--- src/rtl/mac_unit_vert_seq.sv ---
// Vertical bit-column MAC: one activation vector times a stream of weight-column descriptors.
// Latency: the last column handshake is followed by res_valid 2 clock edges later; columns run one per cycle.
// Backpressure: act_ready only in IDLE, col_ready only in ACCUM; the result is held until res_ready.
module mac_unit_vert_seq #(
  parameter int DATA_WIDTH    = 8,
  parameter int VEC_LENGTH    = 16,
  parameter int SEL_COUNT     = VEC_LENGTH / 2,
  parameter int WEIGHT_BITS   = 8,
  parameter int SEL_WIDTH     = $clog2(VEC_LENGTH) + 1,
  parameter int SUM_ACT_WIDTH = DATA_WIDTH + $clog2(VEC_LENGTH),
  parameter int RESULT_WIDTH  = SUM_ACT_WIDTH + WEIGHT_BITS + 5
) (
  input  logic                                 clk,
  input  logic                                 reset,
  input  logic                                 act_valid,
  output logic                                 act_ready,
  input  logic [DATA_WIDTH*VEC_LENGTH-1:0]     act,
  input  logic                                 col_valid,
  output logic                                 col_ready,
  input  logic [SEL_WIDTH*SEL_COUNT-1:0]       act_sel,
  input  logic                                 is_msb,
  input  logic                                 is_skip_zero,
  input  logic                                 special_en,
  input  logic [2:0]                           mul_const,
  input  logic                                 is_shift_mul,
  input  logic [SEL_WIDTH-1:0]                 hamming_sel,
  input  logic                                 hamming_sign,
  input  logic                                 col_last,
  output logic                                 res_valid,
  input  logic                                 res_ready,
  output logic signed [RESULT_WIDTH-1:0]       result,
  output logic                                 busy
);
  localparam int CIDX_W = (WEIGHT_BITS > 1) ? $clog2(WEIGHT_BITS) : 1;
  localparam int IDX_W  = $clog2(VEC_LENGTH);

  typedef enum logic [1:0] {IDLE, ACCUM, DRAIN, DONE} state_t;

  state_t                               state_q, state_d;
  logic [DATA_WIDTH*VEC_LENGTH-1:0]     act_q, act_d;
  logic signed [SUM_ACT_WIDTH-1:0]      sum_act_q, sum_act_d;
  logic [CIDX_W-1:0]                    col_idx_q, col_idx_d;
  logic signed [RESULT_WIDTH-1:0]       acc_q, acc_d;
  logic signed [RESULT_WIDTH-1:0]       result_q, result_d;
  logic                                 s2_last_q, s2_last_d;
  // Stage 1 column registers
  logic                                 s1_vld_q, s1_vld_d;
  logic signed [SUM_ACT_WIDTH-1:0]      s1_p_q, s1_p_d;
  logic                                 s1_msb_q, s1_msb_d;
  logic                                 s1_skip_q, s1_skip_d;
  logic                                 s1_spec_q, s1_spec_d;
  logic [2:0]                           s1_mul_q, s1_mul_d;
  logic                                 s1_shm_q, s1_shm_d;
  logic signed [DATA_WIDTH-1:0]         s1_ham_q, s1_ham_d;
  logic                                 s1_hsgn_q, s1_hsgn_d;
  logic [CIDX_W-1:0]                    s1_idx_q, s1_idx_d;
  logic                                 s1_last_q, s1_last_d;

  // Selects at or beyond VEC_LENGTH have the MSB set and contribute zero.
  function automatic logic signed [DATA_WIDTH-1:0] pick(input logic [DATA_WIDTH*VEC_LENGTH-1:0] v,
                                                        input logic [SEL_WIDTH-1:0] s);
    if (s[SEL_WIDTH-1]) return '0;
    return v[int'(s[IDX_W-1:0])*DATA_WIDTH +: DATA_WIDTH];
  endfunction

  // Exact sum of the incoming vector and of the selected registered activations.
  logic signed [SUM_ACT_WIDTH-1:0] sum_in, p_sum;
  always_comb begin
    sum_in = '0;
    for (int i = 0; i < VEC_LENGTH; i++)
      sum_in = sum_in + SUM_ACT_WIDTH'(signed'(act[i*DATA_WIDTH +: DATA_WIDTH]));
    p_sum = '0;
    for (int j = 0; j < SEL_COUNT; j++)
      p_sum = p_sum + SUM_ACT_WIDTH'(pick(act_q, act_sel[j*SEL_WIDTH +: SEL_WIDTH]));
  end

  // Stage 2 column term, all operands sign-extended to the accumulator width.
  logic signed [RESULT_WIDTH-1:0] sum_ext, p_ext, t_base, mul_ext, mul_term, ham_ext, ham_term, term;
  always_comb begin
    sum_ext = RESULT_WIDTH'(sum_act_q);
    p_ext   = RESULT_WIDTH'(s1_p_q);
    case ({s1_msb_q, s1_skip_q})
      2'b00:   t_base = sum_ext - p_ext;
      2'b01:   t_base = p_ext;
      2'b10:   t_base = p_ext - sum_ext;
      default: t_base = -p_ext;
    endcase
    mul_ext  = RESULT_WIDTH'(signed'({1'b0, s1_mul_q}));
    mul_term = sum_ext * mul_ext;
    if (s1_shm_q) mul_term = mul_term <<< 3;
    ham_ext  = RESULT_WIDTH'(s1_ham_q);
    ham_term = (s1_hsgn_q ? -ham_ext : ham_ext) <<< s1_idx_q;
    term     = t_base <<< s1_idx_q;
    if (s1_spec_q) term = term + mul_term + ham_term;
  end

  // Next-state logic: FSM, stage-1 capture and stage-2 accumulation.
  always_comb begin
    state_d   = state_q;
    act_d     = act_q;
    sum_act_d = sum_act_q;
    col_idx_d = col_idx_q;
    acc_d     = acc_q;
    result_d  = result_q;
    s2_last_d = 1'b0;
    s1_vld_d  = 1'b0;
    s1_p_d    = s1_p_q;
    s1_msb_d  = s1_msb_q;
    s1_skip_d = s1_skip_q;
    s1_spec_d = s1_spec_q;
    s1_mul_d  = s1_mul_q;
    s1_shm_d  = s1_shm_q;
    s1_ham_d  = s1_ham_q;
    s1_hsgn_d = s1_hsgn_q;
    s1_idx_d  = s1_idx_q;
    s1_last_d = s1_last_q;

    if (s1_vld_q) begin
      acc_d     = acc_q + term;
      s2_last_d = s1_last_q;
    end

    case (state_q)
      IDLE: if (act_valid) begin
        act_d     = act;
        sum_act_d = sum_in;
        col_idx_d = '0;
        acc_d     = '0;
        state_d   = ACCUM;
      end
      ACCUM: if (col_valid) begin
        s1_vld_d  = 1'b1;
        s1_p_d    = p_sum;
        s1_msb_d  = is_msb;
        s1_skip_d = is_skip_zero;
        s1_spec_d = special_en;
        s1_mul_d  = mul_const;
        s1_shm_d  = is_shift_mul;
        s1_ham_d  = pick(act_q, hamming_sel);
        s1_hsgn_d = hamming_sign;
        s1_idx_d  = col_idx_q;
        s1_last_d = col_last || (col_idx_q == CIDX_W'(WEIGHT_BITS - 1));
        col_idx_d = col_idx_q + CIDX_W'(1);
        if (s1_last_d) state_d = DRAIN;
      end
      DRAIN: if (s2_last_q) begin
        result_d = acc_q;
        state_d  = DONE;
      end
      DONE: if (res_ready) state_d = IDLE;
      default: state_d = IDLE;
    endcase
  end

  // State registers; asynchronous reset discards any run in progress.
  always_ff @(posedge clk or negedge reset) begin
    if (!reset) begin
      state_q   <= IDLE;
      act_q     <= '0;
      sum_act_q <= '0;
      col_idx_q <= '0;
      acc_q     <= '0;
      result_q  <= '0;
      s2_last_q <= 1'b0;
      s1_vld_q  <= 1'b0;
      s1_p_q    <= '0;
      s1_msb_q  <= 1'b0;
      s1_skip_q <= 1'b0;
      s1_spec_q <= 1'b0;
      s1_mul_q  <= '0;
      s1_shm_q  <= 1'b0;
      s1_ham_q  <= '0;
      s1_hsgn_q <= 1'b0;
      s1_idx_q  <= '0;
      s1_last_q <= 1'b0;
    end else begin
      state_q   <= state_d;
      act_q     <= act_d;
      sum_act_q <= sum_act_d;
      col_idx_q <= col_idx_d;
      acc_q     <= acc_d;
      result_q  <= result_d;
      s2_last_q <= s2_last_d;
      s1_vld_q  <= s1_vld_d;
      s1_p_q    <= s1_p_d;
      s1_msb_q  <= s1_msb_d;
      s1_skip_q <= s1_skip_d;
      s1_spec_q <= s1_spec_d;
      s1_mul_q  <= s1_mul_d;
      s1_shm_q  <= s1_shm_d;
      s1_ham_q  <= s1_ham_d;
      s1_hsgn_q <= s1_hsgn_d;
      s1_idx_q  <= s1_idx_d;
      s1_last_q <= s1_last_d;
    end
  end

  assign act_ready = (state_q == IDLE);
  assign col_ready = (state_q == ACCUM);
  assign res_valid = (state_q == DONE);
  assign busy      = (state_q != IDLE);
  assign result    = result_q;
endmodule

--- config.mk ---
export PLATFORM = sky130hd
export DESIGN_NAME = mac_unit_vert_seq
export DESIGN_NICKNAME = d
export VERILOG_FILES = /design/src/rtl/mac_unit_vert_seq.sv
export SDC_FILE = /design/constraint.sdc
export NUM_CORES = 1
export LEC_CHECK = 0
export CAP_MARGIN = 15
export CELL_PAD_IN_SITES_DETAIL_PLACEMENT = 0
export CELL_PAD_IN_SITES_GLOBAL_PLACEMENT = 1
export CORE_UTILIZATION = 48
export CTS_CLUSTER_DIAMETER = 30
export CTS_CLUSTER_SIZE = 8
export DETAILED_ROUTE_END_ITERATION = 8
export DONT_BUFFER_PORTS = 1
export PLACE_DENSITY = 0.79
export RECOVER_POWER = 50
export SLEW_MARGIN = 40
export SYNTH_ARGS = -nofsm -noshare
export SYNTH_HDL_FRONTEND = slang
export SYNTH_SLANG_ARGS = --single-unit
--- constraint.sdc ---
create_clock -name clk -period 7.1 [get_ports clk]
set_clock_uncertainty 0.2 [all_clocks]
set_input_delay 1.42 -clock clk [delete_from_list [all_inputs] [get_ports clk]]
set_output_delay 1.42 -clock clk [all_outputs]
set_load 0.05 [all_outputs]
* Word level (Yosys, flattened, before mapping) *
Index checks and enable logic that the tools add are counted.

word-level totals
  input port bits = 187
  word-level logic and storage cells = 129
  output and inout bits = 29
  bits in registers = 229

operators by class
  shift operators = 11
  multiplexer cells = 48
  reductions and logical operators = 10
  equality and inequality tests = 11
  add/subtract/negate cells = 30
  multiply operators = 1

operator list
  operator              count
  $shiftx A128 B8 Y8    9
  $add A12 B8 Y12       14
  $mux W8               18
  $mux W25              5
  $pmux W25 S3          1
  $add A25 B25 Y25      2
  $sshl A25 B3 Y25      2
  $sub A12 B12 Y13      2
  $add A25 B19 Y25      1
  $neg A12 Y25          1
  $neg A8 Y25           1
  $add A11 B8 Y12       2
  $add A10 B8 Y11       2
  $add A9 B8 Y10        2
  $add A8 B8 Y9         2
  $mux W18              1
  $mul A12 B4 Y16       1
  $mux W1               14
  $mux W2               5
  $pmux W2 S4           1
  $eq A2 B2 Y1 const B  3
  $mux W3               2
  $ne A2 B2 Y1 const B  3
  $pmux W3 S2           1
  10 further kinds      16

* Depth between registers and ports, before layout *
Gate-level depths: netlist of the first run.

  word-level depth = 15
  gate-level depth with buffers = 38
  gate-level depth less buffers = 37

* Worst setup path before layout of the first run *
Ideal clock, no wire load.

  path kind = register to register
  from = reg s1_mul_q[2]
  to = reg acc_q[24]
  arrival = 7.179 ns
  required time = 6.821 ns
  setup time = 0.079 ns
  buffers on the path = 1
  period minus slack after synthesis = 7.458 ns
  path slack = -0.358 ns
  stages on the path, launching flop included = 34
  cells stage by stage = dfrtp_1 > clkbuf_1 > and2_1 > ha_1 > ha_1 > ha_1 > fa_1 > a21o_1 > a21oi_1 > o21bai_1 > a21oi_1 > nor2b_1 > o21a_1 > o31a_1 > o41ai_1 > xor2_1 > mux2i_1 > fa_1 > ha_1 > a211oi_1 > nor2_1 > nor2_1 > a21boi_0 > or3_1 > a31o_2 > ha_1 > inv_1 > o21bai_1 > a21oi_1 > and4_1 > or3_1 > a221oi_2 > o21bai_2 > mux2i_1

on the way
  cells in the longest elaborated chain, start to end = 9

RTL lines
  what                      RTL line  text
  start: declaration        52        logic [2:0] s1_mul_q, s1_mul_d;
  start signal: assignment  189       s1_mul_q <= s1_mul_d;
  $mul A12 B4 Y16 *         89        mul_term = sum_ext * mul_ext;
  $mux W18                  90        if (s1_shm_q) mul_term = mul_term <<< 3;
  $add A25 B19 Y25 *        94        if (s1_spec_q) term = term + mul_term + ham_term;
  $add A25 B25 Y25 *        94
  $mux W25 *                94
  $add A25 B25 Y25 *        119       acc_d = acc_q + term;
  $mux W25 *                118       if (s1_vld_q) begin
  $mux W25                  124       IDLE: if (act_valid) begin
  $mux W25 *                123       case (state_q)
  via acc_d[24]             43        logic signed [RESULT_WIDTH-1:0] acc_q, acc_d;
  end signal: assignment    162       acc_q <= '0;
  end signal: assignment    181       acc_q <= acc_d;
  end: declaration          43

Mark *: on every way through the listed nets, which the timed path passes. The rest lies on a longest branch.
A chain may end at the register's enable or synchronous reset.

* Worst setup path in the final report of the first run *
  from = reg sum_act_q[0]
  to = reg acc_q[24]

on the way
  cells in the longest elaborated chain, start to end = 10
  elaborated cells on any way between the ends = 13
  those cells by class = add/sub: 5; mul: 1; shift: 1; mux: 6

RTL lines
  what                                                      RTL line  text
  start: declaration                                        41        logic signed [SUM_ACT_WIDTH-1:0] sum_act_q, sum_act_d;
  start signal: assignment                                  179       sum_act_q <= sum_act_d;
  branches (longest 5 deep; another with $add A25 B19 Y25)  -
  $mux W25 *                                                94
  $add A25 B25 Y25 *                                        119
  $mux W25 *                                                118
  $mux W25                                                  124
  $mux W25 *                                                123
  via acc_d[24]                                             43

Mark *: on every way through the listed nets, which the timed path passes.

==> out/results.ini, run 1 <==
[grt]
grt_pass1_wl_um=160000
grt_use_total_pct=33.6
first_global_vias=26200
antenna_found_initial=3
grt_max_degree=230
grt_overflow_total=0

[worst_setup_path]
endpoint_kind=register
path_delay_family=compound AO/OA/AOI/OAI gates
required_ns=7.42
slowest_stage=fa_1
max_stage_delay_ns=0.53
worstSetupPathType=reg -> reg
cp.arrival_ns=7.77
critical_path.startpoint_type=register
cp_max_fo=4
crit_buf_inv=4

[route]
first_pass_iters=5
top_layer=met4
vias=25200
ant_nets=0
routed-wl-met3_um=12900
viasPerCell=6.36
wl_met1_um=39800
drt-initial-drc-count=2529
routed_wl_um=106000
route.met2.wl_um=47500
wl_per_cell_um=26.7
drc=0

[clock_network]
root_buffer=clkbuf_16
hold_buffers=0
path_clk_slew_ns=0.04
h-tree-depth=3
clkSinkCount=229
insertion_delay_ns=0.61
tritoncts=done
clockBufferDepth=3
cts_made_buffers=72

[outcome]
run_status=complete, but fails checks
violations=setup timing

[timing]
rsz0062_at_grt=true
fmax_mhz=134
period_share_pct=105
slew_viol_final=0
period_needed_ns=7.45
relSlewSlack_pct=44.0
finalSetupTns_ns=-1.25
hold_violations=0
tightestPinTransition_ns=0.840
setup_slack_ns=-0.348
report.final.setup_viol=10

[finish]
final_cell_area_sq_um=36400
area_growth_pct=21.7
nFillCells=5085
multiInputGateArea_sq_um=23400
seqCellArea_sq_um=5730
drive_gt1_share_pct=32.1
nNetsFinal=3605
fin_util_pct=59.0

[logic_synthesis]
netlist_area_sq_um=29900
avgSynthCellArea_sq_um=10.5
synth_cells=2844
yosys_register_bits=229
ys_seq_area_share_pct=19.2
synth_nets=3382
synthArstFlopShare_pct=100
ys.flop_type=dfrtp_1
synth_edf_count=0
ys_warn_count=0
ys_types=83

[job]
maxCapViolations=0

[place]
portBuffers=0
pre_cts_ws_ns=-0.850
hpwl_um=76900
placed_cell_area_sq_um=32500
globalplace.congestion=0.937

[die]
ioPinCount=216
dieArea_sq_um=63200
start_util_pct=48.5
die_y_um=251
die_x_um=251
rows=91
core_area_sq_um=61600

[worst_hold_path]
hold_path_class=reg -> reg

==> logic make-up after synthesis <==
kind of cell,share of synthesized area [%]
and+or+nand+nor,12.4
muxes,31.3
buffers and inverters,5.99
AOI/OAI and AO/OA,8.78
adders and majority gates,20.0
DFF,19.2
xor gates and xnor gates,2.29
==> through the flow <==
step,hold WS [ns],instances
6_report,0.289,3961
3_5_place_dp,0.271,3790
3_3_place_gp,0.274,3790
5_1_grt,0.320,3960
2_1_floorplan,0.242,2844
4_1_cts,0.290,3941
==> repair_timing <==
| action | 4_1_cts | 5_1_grt |
|---|---|---|
| buffers inserted | 21 | 20 |
| pin swaps | 61 | 65 |
| resized for setup | 78 | 126 |
| setup endpoints to repair | 12 | 13 |
==> path summary, 6_finish.rpt <==
| check | startpoint | endpoint | slack [ns] | depth (start not counted) |
|---|---|---|---|---|
| setup / recovery | sum_act_q[0]$_DFFE_PN0P_ | acc_q[24]$_DFF_PN0_ | -0.35 | 33 |
| hold / removal | s1_last_q$_DFFE_PN0P_ | s1_last_q$_DFFE_PN0P_ | 0.29 | 2 |
| setup reg to reg | sum_act_q[0]$_DFFE_PN0P_ | acc_q[24]$_DFF_PN0_ | -0.35 | 33 |
| min in group asynchronous | reset | result[20]$_DFFE_PN0P_ | 0.33 | 0 |
| hold reg to reg | s1_last_q$_DFFE_PN0P_ | s1_last_q$_DFFE_PN0P_ | 0.29 | 2 |
| max in group asynchronous | reset | act_q[34]$_DFFE_PN0P_ | 5.91 | 0 |
==> layer usage <==
layer  track usage [%]  vias up
li1                  -    10700
met4              14.9        0
met5                 0        -
met1              44.7    12600
met2              50.6     1523
met3              10.8      366
==> layout by cell type (no fill, tap or decap), types with 15 or more instances in the layout <==
master,count
ha_1,115
o21bai_1,18
buf_4,292
nand3_1,20
buf_6,19
mux2_2,43
xnor2_1,59
clkbuf_1,15
ha_4,22
bufinv_16,16
o21a_1,20
mux2i_1,56
inv_1,299
a21oi_1,70
a21o_1,29
xor2_1,19
mux4_2,363
fa_1,208
clkbuf_16,74
nand2_1,453
o21ai_0,113
nor2_1,107
and2_1,27
nor3_1,32
nor2b_1,30
nand2b_1,59
a21oi_2,18
dfrtp_1,227
==> synth_stat cells, types with 4 or more instances <==
cell      instances  share of area, %
a211oi_1         19              0.48
a21o_1           29              0.73
a21oi_1          94               1.6
a22o_1            8              0.23
a31o_2            4              0.12
a31oi_1           7              0.15
and2_1           33              0.69
and3_1           14              0.29
buf_1            48              0.60
buf_2             4             0.067
clkbuf_1        109               1.4
dfrtp_1         229                19
fa_1            212                14
ha_1            139               5.8
inv_1           308               3.9
mux2_2           50               1.9
mux2i_1          59               2.0
mux4_2          363                27
nand2_1         459               5.8
nand2b_1         59               1.2
nand3_1          23              0.39
nand4_1           7              0.15
nor2_1          113               1.4
nor2b_1          33              0.69
nor3_1           37              0.62
nor4_1            7              0.15
o211ai_1          7              0.18
o21a_1           20              0.50
o21ai_0         133               2.2
o21ai_1           5             0.084
o21bai_1         19              0.48
o311ai_0          4              0.12
o31ai_1          16              0.40
o41ai_1           4              0.12
or3_1            14              0.29
xnor2_1          59               1.7
xor2_1           19              0.56
==> registers in the layout (all words and copies together), names as in the netlist <==
| name | flops |
|---|---|
| s1_spec_q | 1 |
| result | 25 |
| acc_q | 25 |
| sum_act_q | 12 |
| s1_last_q | 1 |
| s1_mul_q | 3 |
| s1_skip_q | 1 |
| col_idx_q | 3 |
| s1_shm_q | 1 |
| s1_idx_q | 3 |
| s2_last_q | 1 |
| s1_hsgn_q | 1 |
| s1_vld_q | 1 |
| s1_msb_q | 1 |
| act_q | 128 |
| s1_ham_q | 8 |
| s1_p_q | 12 |
| state_q | 2 |
==> layout make-up <==
| class | instances | share of cell area (%) |
|---|---|---|
| antenna | 1 | 0.00688 |
| clock buffer | 96 | 5.51 |
| clock inverter | 34 | 1.71 |
| inverter | 311 | 3.22 |
| multi-input combinational | 2142 | 64.3 |
| sequential | 229 | 15.8 |
| tap | 837 | 2.88 |
| timing repair buffer | 311 | 6.62 |
==> worst register-to-register path, delay by kind of cell, from the launching register on <==
family / cells / cell delay (ns)
AOI/OAI and AO/OA: 14 / 2.64
adders and majority gates: 5 / 1.61
muxes: 5 / 1.12
and+or+nand+nor: 5 / 0.95
buffers and inverters: 4 / 0.47
DFF: 1 / 0.39
Power of run 1 is not shown: default switching activity piles up to over one toggle a cycle in this logic, so the estimate is an artifact.
==> run 2: changes to the inputs <==
--- a/config.mk
+++ b/config.mk
@@ -5,6 +5,7 @@
 export SDC_FILE = /design/constraint.sdc
 export NUM_CORES = 1
 export LEC_CHECK = 0
+export ABC_CLOCK_PERIOD_IN_PS = 7100
 export CAP_MARGIN = 15
 export CELL_PAD_IN_SITES_DETAIL_PLACEMENT = 0
 export CELL_PAD_IN_SITES_GLOBAL_PLACEMENT = 1
@@ -15,6 +16,7 @@
 export DONT_BUFFER_PORTS = 1
 export PLACE_DENSITY = 0.79
 export RECOVER_POWER = 50
+export SKIP_LAST_GASP = 1
 export SLEW_MARGIN = 40
 export SYNTH_ARGS = -nofsm -noshare
 export SYNTH_HDL_FRONTEND = slang
==> run 2 against run 1 <==
Effect of this change:
- the run still ends with setup timing left
- routed wire length decreased by 0.77%
- non-clock buffer count fell by 9
- via count shrank 0.27%
- register-to-register slack improved by 0.03 ns
- worst hold slack improved by 0.0087 ns
- die area stayed put
- critical endpoint unchanged
- setup slack better by 0.033 ns
- critical path depth rose by 2
- clock-buffer cell count stayed put
- largest cell class unchanged
- cell count down 0.15%
- highest routed layer is now met5
- utilization down 0.40 points
==> out/results.ini, run 2 (synthesis results as in run 1) <==
[clock_network]
root_buffer=clkbuf_16
h-tree-depth=3  ; unchanged
insertion_delay_ns=0.61  ; about the same
clkSinkCount=229  ; unchanged
clockBufferDepth=3  ; unchanged
path_clk_slew_ns=0.04  ; about the same
tritoncts=done
cts_made_buffers=72  ; unchanged

[timing]
period_share_pct=104  ; -0.46 points
rsz0062_at_grt=true
tightestPinTransition_ns=1.11  ; +0.270 ns
report.final.setup_viol=3  ; -7
timing.hold.ws_ns=0.298  ; +0.00868 ns
slew_viol_final=0  ; unchanged
fmax_mhz=135  ; +0.44%
hold_violations=0  ; unchanged
setup_slack_ns=-0.316  ; +0.0326 ns
period_needed_ns=7.42  ; -0.0326 ns
relSlewSlack_pct=25.8  ; -18 points

[die]
core_area_sq_um=61600  ; unchanged
die_y_um=251  ; unchanged
die_x_um=251  ; unchanged
ioPinCount=216  ; unchanged
start_util_pct=48.5  ; unchanged
dieArea_sq_um=63200  ; unchanged
rows=91  ; unchanged

[route]
routed_wl_um=105000  ; -0.77%
wl_per_cell_um=26.5  ; -0.62%
first_pass_iters=5  ; unchanged
drc=0  ; unchanged
ant_nets=0  ; unchanged
drt-initial-drc-count=2654  ; +4.9%
viasPerCell=6.35  ; -0.12%
vias=25100  ; -0.27%

[finish]
multiInputGateArea_sq_um=23200  ; -0.61%
drive_gt1_share_pct=31.5  ; -0.65 points
final_cell_mix=456 x nand2_1, 363 x mux4_2, 303 x inv_1
nNetsFinal=3596  ; -0.25%
area_growth_pct=20.9
regMostFlops=act_q
largest_reg_flops=128  ; unchanged
layout_commonest_cell=nand2_1
nFillCells=5140  ; +1.1%
seqCellArea_sq_um=5730  ; unchanged

[worst_setup_path]
crit_buf_inv=6  ; +2
cp_max_fo=5  ; +1
required_ns=7.42  ; about the same
slowest_stage=fa_1
path_delay_family=compound AO/OA/AOI/OAI gates
worstSetupPathType=reg -> reg
critical_path.startpoint_type=register
max_stage_delay_ns=0.54  ; about the same
endpoint_kind=register
cp.arrival_ns=7.73  ; -0.04 ns

[outcome]
violations=setup timing
run_status=complete, but fails checks

[grt]
grt_use_total_pct=33.6  ; about the same
antenna_found_initial=3  ; unchanged
grt_pass1_wl_um=160000  ; about the same
first_global_vias=26100  ; -0.015%
grt_max_degree=230  ; unchanged
grt_overflow_total=0  ; unchanged

[worst_hold_path]
hold_path_class=reg -> reg

[job]
maxCapViolations=0  ; unchanged

[place]
portBuffers=0  ; unchanged
hpwl_um=76900  ; unchanged
globalplace.congestion=0.937  ; unchanged

run 2: changes by cell type in the layout (fill, tap and decap cells not counted), sizes merged:
cell   change
diode      +3
buf        -9
run 2: timing repair:
action                                  in CTS  in global routing
hold buffers                                 0                  0
setup buffers                               21                 11
cloned                                       0                  0
endpoints found under the setup margin      12                 13
endpoints found under the hold margin        0                  0
resized for setup                           76                 86
pin swaps                                   61                 57
run 2: worst min-delay path: stages, from the launching register on:
cell,delay [ns]
dfrtp_1,0.34
nand2_1,0.05
o21ai_0,0.07
run 2: path summary, 6_finish.rpt:
path,end,cells after the start,start,slack [ns]
max in group asynchronous,act_q[65]$_DFFE_PN0P_,0,reset,5.89
hold / removal,s1_last_q$_DFFE_PN0P_,2,s1_last_q$_DFFE_PN0P_,0.30
setup reg to reg,acc_q[24]$_DFF_PN0_,35,sum_act_q[1]$_DFFE_PN0P_,-0.32
setup / recovery,acc_q[24]$_DFF_PN0_,35,sum_act_q[1]$_DFFE_PN0P_,-0.32
min in group asynchronous,result[20]$_DFFE_PN0P_,0,reset,0.33
hold reg to reg,s1_last_q$_DFFE_PN0P_,2,s1_last_q$_DFFE_PN0P_,0.30
run 2: cell type report:
type / instances / area share [%]
inverter: 311 / 3.23
sequential: 229 / 15.9
clock buffer: 96 / 5.55
multi-input combinational: 2142 / 64.3
antenna: 4 / 0.0277
tap: 837 / 2.90
clock inverter: 34 / 1.73
timing repair buffer: 302 / 6.36
run 2: metal layers:
layer	GRT usage, %	vias up	share of wire [%]
met5	0	-	0.011
met2	50.5	1512	45
met3	10.8	357	12
met1	44.6	12600	38
li1	-	10600	-
met4	14.9	2	5.0
run 2: stage by stage:
| step | utilization, % | setup TNS [ns] | setup slack, ns | area (sq um) | instances |
|---|---|---|---|---|---|
| 6_report | 58.6 | -0.402 | -0.316 | 36100 | 3955 |
| 2_1_floorplan | - | -0.0368 | -0.0368 | 30000 | 2844 |
| 3_5_place_dp | 52.8 | -4.21 | -0.850 | 32500 | 3790 |
| 3_3_place_gp | 52.7 | -2.75 | -0.643 | 32500 | 3790 |
| 5_1_grt | 58.6 | -3.26 | -0.660 | 36100 | 3951 |
| 4_1_cts | 57.8 | -0.421 | -0.374 | 35600 | 3941 |
Power of run 2 is left out for the same reason.
